File: src/rtl/unstripe_ctrl.sv
// unstripe_ctrl: rebuilds one word stream from two striped lanes, each buffered
// in a 2-deep FIFO and drained alternately starting with lane 0.
module unstripe_ctrl #(
  parameter int STALL_MAX = 15,
  parameter int W = 32
) (
  input  logic         clk_2f,
  input  logic         reset_L,
  input  logic         enable,
  input  logic         valid_0,
  input  logic         valid_1,
  input  logic [W-1:0] lane_0,
  input  logic [W-1:0] lane_1,
  output logic [W-1:0] data_out,
  output logic         valid_out,
  output logic         lane_sel,
  output logic         error,
  output logic [2:0]   state,
  output logic [15:0]  word_cnt
);
  localparam int SW = $clog2(STALL_MAX + 1);
  typedef enum logic [2:0] {IDLE = 3'd0, SYNC = 3'd1, RUN_L0 = 3'd2, RUN_L1 = 3'd3, ERR = 3'd4} state_t;
  state_t         r_state, w_next;
  logic [SW-1:0]  r_stall;
  logic [W-1:0]   r_data;
  logic           r_valid, r_lane_sel;
  logic [15:0]    r_word_cnt;
  logic [W-1:0]   w_lane [2];
  logic [W-1:0]   w_head [2];
  logic [1:0]     w_cnt [2];
  logic [1:0]     w_push, w_pop_raw, w_pop, w_full;
  logic           w_run, w_ovf, w_timeout, w_err, w_keep;
  assign w_lane[0] = lane_0;
  assign w_lane[1] = lane_1;
  assign w_run     = (r_state == RUN_L0) || (r_state == RUN_L1);
  assign w_push    = (enable && (r_state == SYNC || w_run)) ? {valid_1, valid_0} : 2'b00;
  assign w_pop_raw = {r_state == RUN_L1 && w_cnt[1] != 2'd0, r_state == RUN_L0 && w_cnt[0] != 2'd0};
  assign w_full    = {w_cnt[1] == 2'd2, w_cnt[0] == 2'd2};
  // a full FIFO may accept a push only when the same edge drains its head
  assign w_ovf     = |(w_push & w_full & ~w_pop_raw);
  assign w_timeout = w_run && !(|w_pop_raw) && r_stall == SW'(STALL_MAX - 1);
  assign w_err     = w_ovf || w_timeout;
  assign w_pop     = (enable && !w_err) ? w_pop_raw : 2'b00;
  assign w_keep    = (w_next == SYNC) || (w_next == RUN_L0) || (w_next == RUN_L1);
  always_comb begin
    w_next = r_state;
    case (r_state)
      IDLE:    w_next = SYNC;
      SYNC:    w_next = w_err ? ERR : ((w_cnt[0] != 2'd0 || w_push[0]) && (w_cnt[1] != 2'd0 || w_push[1])) ? RUN_L0 : SYNC;
      RUN_L0:  w_next = w_err ? ERR : w_pop_raw[0] ? RUN_L1 : RUN_L0;
      RUN_L1:  w_next = w_err ? ERR : w_pop_raw[1] ? RUN_L0 : RUN_L1;
      default: w_next = ERR;
    endcase
    if (!enable) w_next = IDLE;
  end
  for (genvar l = 0; l < 2; l++) begin : g_lane
    logic [1:0]   r_cnt;
    logic [W-1:0] r_mem [2];
    assign w_cnt[l]  = r_cnt;
    assign w_head[l] = r_mem[0];
    always_ff @(posedge clk_2f or negedge reset_L) begin
      if (!reset_L) begin
        r_cnt    <= 2'd0;
        r_mem[0] <= '0;
        r_mem[1] <= '0;
      end else if (!w_keep) begin
        r_cnt <= 2'd0;
      end else begin
        r_cnt <= r_cnt + 2'(w_push[l]) - 2'(w_pop[l]);
        if (w_pop[l]) begin
          r_mem[0] <= (w_push[l] && r_cnt == 2'd1) ? w_lane[l] : r_mem[1];
          if (w_push[l]) r_mem[1] <= w_lane[l];
        end else if (w_push[l]) begin
          r_mem[r_cnt[0]] <= w_lane[l];
        end
      end
    end
  end
  always_ff @(posedge clk_2f or negedge reset_L) begin
    if (!reset_L) begin
      r_state    <= IDLE;
      r_stall    <= '0;
      r_data     <= '0;
      r_valid    <= 1'b0;
      r_lane_sel <= 1'b0;
      r_word_cnt <= 16'd0;
    end else begin
      r_state    <= w_next;
      r_stall    <= (enable && w_run && !(|w_pop_raw) && !w_err) ? r_stall + SW'(1) : '0;
      r_valid    <= |w_pop;
      if (|w_pop) r_data <= w_pop[1] ? w_head[1] : w_head[0];
      r_word_cnt <= (w_next == IDLE) ? 16'd0 : r_word_cnt + 16'(|w_pop);
      r_lane_sel <= (w_next == RUN_L1) ? 1'b1 : (w_next == ERR) ? r_lane_sel : 1'b0;
    end
  end
  assign data_out  = r_data;
  assign valid_out = r_valid;
  assign lane_sel  = r_lane_sel;
  assign error     = (r_state == ERR);
  assign state     = r_state;
  assign word_cnt  = r_word_cnt;
endmodule

File: config.mk
export PLATFORM = sky130hd
export DESIGN_NAME = unstripe_ctrl
export DESIGN_NICKNAME = d
export VERILOG_FILES = /design/src/rtl/unstripe_ctrl.sv
export SDC_FILE = /design/constraint.sdc
export NUM_CORES = 1
export LEC_CHECK = 0
export ABC_AREA = 1
export BUFFER_PORTS_ARGS = -buffer_cell sky130_fd_sc_hd__buf_2
export CAP_MARGIN = 30
export CORE_MARGIN = 4
export CORE_UTILIZATION = 59
export DETAILED_ROUTE_END_ITERATION = 16
export HOLD_SLACK_MARGIN = 0.12
export PLACE_DENSITY = 0.84
export SLEW_MARGIN = 20
export SYNTH_ARGS = -nofsm -noshare
export SYNTH_HDL_FRONTEND = slang
export SYNTH_SLANG_ARGS = --single-unit
File: constraint.sdc
create_clock -name clk_2f -period 4 [get_ports clk_2f]
set_input_delay 0.2 -clock clk_2f [delete_from_list [all_inputs] [get_ports clk_2f]]
set_output_delay 0.2 -clock clk_2f [all_outputs]
set_load 0.02 [all_outputs]
# After elaboration in Yosys (flattened, before gate mapping)
# Cells that the tools add are included.
# word_totals
regBits	189
latchBits	0
ramBits	0
rom_bits	0
in_bits	69
wordCells	108
n_memories	0
# classes
add_sub_neg	6
multipliers	0
n_div	0
magnitude_cmp	4
eq_ne	14
shifts	0
mux	31
bitwise	5
reduce_logical	36
# ops
op	count
64-bit two-way mux	4
32-bit two-way mux	7
64-bit bitwise mux	2
32-bit demux with 1-bit select	2
16-bit by 1-bit adder with 16-bit output	1
16-bit two-way mux	1
1-bit logical AND	14
3-bit by 2-bit equality test with 1-bit output (second input constant)	4
3-bit two-way mux	4
3-bit one-hot mux with 4 select lines	1
2-bit two-way mux	5
2-bit AND reduction	4
2-bit nonzero test	4
1-bit logical OR	7
3-bit by 1-bit equality test with 1-bit output (second input constant)	2
3-bit equality test (second input constant)	2
3-bit zero test	2
2-bit OR reduction	3
2-bit by 1-bit adder with 2-bit output	2
4-bit by 1-bit adder with 4-bit output (second input constant)	1
2-bit AND	2
2-bit by 1-bit equality test with 1-bit output (second input constant)	2
2-bit equality test (second input constant)	2
4-bit equality test (second input constant)	1
other kinds (9)	17

# Depth between registers and ports, before layout
# logic_depth
word_depth	16
depth_mapped	25
depth_no_buf	24

# Worst setup path after synthesis
# OpenSTA, ideal clock, no wires.
# synth_timing
path_kind	register to register
start	register r_state[2] (netlist: state[2])
end	register r_word_cnt[12] (netlist: word_cnt[12])
setup_time_ns	0.118
t_arrival_ns	2.982
path_slack_ns	0.900
path_stages_with_launch	25
synth_period_minus_slack_ns	3.100
cell_sequence	dfrtp_1 > inv_2 > nand2_1 > nor2_1 > nand2_1 > nor2_1 > nor2_1 > nand4_2 > inv_2 > nor2_2 > buf_2 > inv_1 > ha_1 > ha_1 > nand3_1 > nor2_1 > nand2_1 > nor2_1 > nand2_1 > nor2_1 > nand2_1 > nor2_1 > nand3_1 > nand2_1 > nor2_1
# synth_between
elab_chain_cells	15
# synth_rtl
element	line_no	source
start: declaration	23	state_t r_state, w_next;
start signal: assignment	88	r_state <= w_next;
3-bit by 2-bit equality test with 1-bit output	35, 37, 47	
1-bit logical OR	35	assign w_run = (r_state == RUN_L0) || (r_state == RUN_L1);
1-bit logical OR	36	assign w_push = (enable && (r_state == SYNC || w_run)) ? {valid_1, valid_0} : 2'b00;
1-bit logical AND	36	
2-bit two-way mux	36	
2-bit AND (2 in a row)	40	assign w_ovf = |(w_push & w_full & ~w_pop_raw);
2-bit OR reduction	40	
1-bit logical OR	42	assign w_err = w_ovf || w_timeout;
1-bit zero test	43	assign w_pop = (enable && !w_err) ? w_pop_raw : 2'b00;
1-bit logical AND	43	
2-bit two-way mux	43	
2-bit OR reduction	92	r_word_cnt <= (w_next == IDLE) ? 16'd0 : r_word_cnt + 16'(|w_pop);
16-bit by 1-bit adder with 16-bit output	92	
16-bit two-way mux *	92	
end signal: assignment	92	
end: declaration	27	logic [15:0] r_word_cnt;
# Mark *: on every way between the ends. The rest lies on a longest branch, timed or not.
# A chain may end at the register's enable or synchronous reset.

# Worst setup path in the final report
# layout_timing
start	register r_state[0] (netlist: state[0])
end	register r_word_cnt[12] (netlist: word_cnt[12])
# The elaborated chain is that of the path after synthesis.

==> flow_metrics.py <==
metrics = {
    "synthesis": {
        "synth_compound_area_share_pct": 10.2,
        "synth_edf_count": 0,
        "synth_cell_types": 35,
        "ys_ff_latch": 189,
        "synth_flop_cell": "dfrtp_1",
        "synth_nets": 1491,
        "synthCells": 1410,
        "yosysWarnings": 0,
        "synth-seq-area-share_pct": 46.5,
        "async_flop_share_pct": 100,
        "synth_top_family_by_area": "simple AND/OR/NAND/NOR gates",
        "netlist_area_um2": 10200,
        "synth.area.mux_share_pct": 0,
        "yosys.area_share.simple_pct": 33.0,
        "synthAdderAreaFrac_pct": 1.48,
        "syn_avg_cell_area_um2": 7.21,
        "synth-xor-area-share_pct": 0.689,
    },
    "cts": {
        "cts_resized": 0,
        "root_buffer": "clkbuf_16",
        "cts_made_buffers": 17,
        "cts.clk_slew.worst_paths_ns": 0.07,
        "clockBufferDepth": 2,
        "postCtsSetupRepairBufs": 0,
        "cts_tree": "built",
        "htreeDepth": 4,
        "clock_sinks": 189,
        "worstSkewPairLatency_ns": 0.43,
    },
    "die": {
        "dieHeight_um": 139,
        "die-area_um2": 19400,
        "die_x_um": 139,
        "initial_utilization_pct": 60.6,
        "ios": 123,
        "std_cell_rows": 47,
        "core_um2": 16800,
    },
    "power": {
        "peakVddDrop_v": 0.000336,
        "leakagePower_nw": 6.52,
        "power_density_nw_per_um2": 388,
    },
    "timing": {
        "slew-limit-headroom_pct": 48.9,
        "final_hold_viol_count": 0,
        "final-max-slew-violation-count": 0,
        "finalClockSkew_ns": 0.00773,
        "layout_setup_ws_ns": 0.756,
        "final.setup.tns_ns": 0,
        "period_share_pct": 81.1,
        "fmax_mhz": 308,
        "finalCriticalPeriod_ns": 3.24,
        "rsz0062_at_grt": "false",
        "tightest_slew_ns": 0.765,
        "setup_viol": 0,
    },
    "routing": {
        "drc": 0,
        "drt_first_iter_violations": 1001,
        "wl_met2_um": 12800,
        "vias_per_cell": 5.56,
        "antenna_left": 0,
        "met3_length_um": 1730,
        "vias": 9907,
        "wirelength_um": 26700,
        "wl_per_cell_um": 14.9,
        "topRoutingLayerUsed": "met4",
        "dr.pass1.iters": 6,
        "wl_met1_um": 11400,
    },
    "worst_setup_path": {
        "r2r-end": "word_cnt[12]$_DFF_PN0_",
        "cp-start-kind": "register",
        "critPathMaxFanout": 8,
        "cp.arrival_ns": 3.60,
        "crit_type": "register to register",
        "reg2reg_slack_ns": 0.76,
        "rr_worst_depth": 23,
        "critPathRequiredTime_ns": 4.36,
        "rr_startpoint": "state[0]$_DFF_PN0_",
        "end_kind": "register",
    },
    "status": {
        "status": "complete, no violations",
    },
    "place": {
        "hpwl_um": 17100,
        "place_ws_ns": 0.879,
        "place_congestion": 0.893,
        "io_buffers": 122,
    },
    "cells_and_area": {
        "antenna_cells": 0,
        "drive_gt1_share_pct": 13.5,
        "nets": 1631,
        "syn_to_final_growth_pct": 19.7,
        "nFillCells": 1330,
    },
    "grt": {
        "grt_pass1_vias": 9435,
        "antenna_found_initial": 0,
        "grt_pass1_wl_um": 45400,
        "grt-ovfl-total": 0,
        "grt_usage_pct": 27.8,
        "grt_max_degree": 105,
    },
    "worst_hold_path": {
        "hold_depth": 3,
        "hp-class": "input port to register",
        "holdPathEnd": "word_cnt[0]$_DFF_PN0_",
        "min_from": "enable",
    },
    "flow_run": {
        "cap_violations": 0,
    },
}
## worst max path at each step
stage	from	end	slack, ns
floorplan	state[2]$_DFF_PN0_	word_cnt[12]$_DFF_PN0_	0.90
CTS	state[0]$_DFF_PN0_	word_cnt[12]$_DFF_PN0_	0.83
finish	state[0]$_DFF_PN0_	word_cnt[12]$_DFF_PN0_	0.76
global placement	enable	g_lane[0].r_mem[14]$_DFFE_PN0P_	0.88
detailed placement	state[0]$_DFF_PN0_	word_cnt[12]$_DFF_PN0_	0.88
global route	state[0]$_DFF_PN0_	word_cnt[12]$_DFF_PN0_	0.40
## final cells by class
| cell class | count | area (um^2) | area share [%] |
|---|---|---|---|
| flip-flops and latches | 189 | 4730 | 38.9 |
| multi-input cells | 1027 | 4620 | 38.0 |
| repair buffers | 211 | 1540 | 12.6 |
| clock buffers | 18 | 429 | 3.53 |
| inverters | 104 | 393 | 3.23 |
| well taps | 220 | 275 | 2.26 |
| clock inverters | 14 | 181 | 1.49 |
## kinds of logic after synthesis
group / after synthesis
simple gates: 802
buf+inv: 194
xor+xnor: 8
fa+ha+maj: 12
flops: 189
compound gates: 205
## stage by stage
step	instances	hold slack, ns	power, W	util, %	area [um^2]
finish	1783	0.152	0.00471	72.6	12200
global route	1783	0.164	0.00493	72.6	12200
CTS	1782	0.142	0.00472	72.4	12100
detailed placement	1685	0.365	0.00291	64.9	10900
global placement	1679	0.366	0.00287	64.2	10800
floorplan	1410	-0.0956	0.00267	-	10200
## routing by layer
metal	vias to the layer above	GRT usage (%)
li1	4779	-
met1	4648	39.1
met2	421	44.4
met3	59	4.15
met4	0	9.89
met5	-	0
## cells in the final DEF (no fill, tap or decap), types with 4 or more instances in the layout
| cell | n |
|---|---|
| a21oi_1 | 39 |
| buf_2 | 121 |
| buf_4 | 17 |
| clkbuf_16 | 17 |
| dfrtp_1 | 189 |
| dlygate4sd3_1 | 65 |
| ha_1 | 12 |
| inv_1 | 92 |
| inv_2 | 11 |
| nand2_1 | 528 |
| nand2_2 | 5 |
| nand3_1 | 105 |
| nand4_1 | 37 |
| nor2_1 | 103 |
| nor2_4 | 4 |
| nor3_1 | 6 |
| o21ai_0 | 56 |
| o21ai_1 | 106 |
| xnor2_1 | 5 |
## cell usage after synthesis, types with 2 or more instances
master,count,area (um^2)
o21ai_1,106,531
nand2_2,5,31.3
o21ai_0,56,280
nand4_2,2,25.0
nand3_2,2,20.0
inv_1,92,345
buf_2,46,230
nand4_1,37,231
dfrtp_1,189,4730
clkbuf_1,35,131
nor2_2,2,12.5
inv_2,11,41.3
xor2_1,3,26.3
buf_4,6,45.0
nor4_1,2,12.5
nor2_1,104,390
nor3_1,6,30.0
a21oi_1,39,195
buf_1,2,7.51
xnor2_1,5,43.8
nand3_1,105,526
ha_1,12,150
nor2_4,4,45.0
nand2_1,528,1980
## timing repair
action,CTS,global route
setup endpoints to repair,0,0
hold endpoints to repair,165,0
hold buffers,65,0
## report_power, final
part           leakage [nW]  internal [W]  switching, W  total (W)
clock network         0.295      0.000999      0.000775    0.00177
registers              2.55       0.00215      0.000148    0.00229
logic                  3.67      0.000253      0.000391   0.000644
total                  6.52       0.00340       0.00131    0.00471
## flip-flops by register name, indices dropped and copies added, names as in the netlist
name          cells
g_lane.r_mem    128
g_lane.r_cnt      4
data_out         32
lane_sel          1
state             3
word_cnt         16
valid_out         1
r_stall           4
## worst max-delay path, cell delays in order (launching register included)
cell and delay, ns:
dfrtp_1 0.49, nor2_1 0.19, nor2_1 0.09, nand2_1 0.16, nor2_1 0.07, nor2_1 0.12
nand4_2 0.14, inv_2 0.11, nor2_2 0.04, inv_1 0.06, ha_1 0.16, ha_1 0.19
nand3_1 0.10, nor2_1 0.19, nand2_1 0.13, nor2_1 0.19, nand2_1 0.07, nor2_1 0.12
nand2_1 0.10, nor2_1 0.19, nand2_1 0.08, nand2_1 0.06, nand2_1 0.05, nor2_1 0.08
No activity file was read; power rests on OpenSTA's default activity.
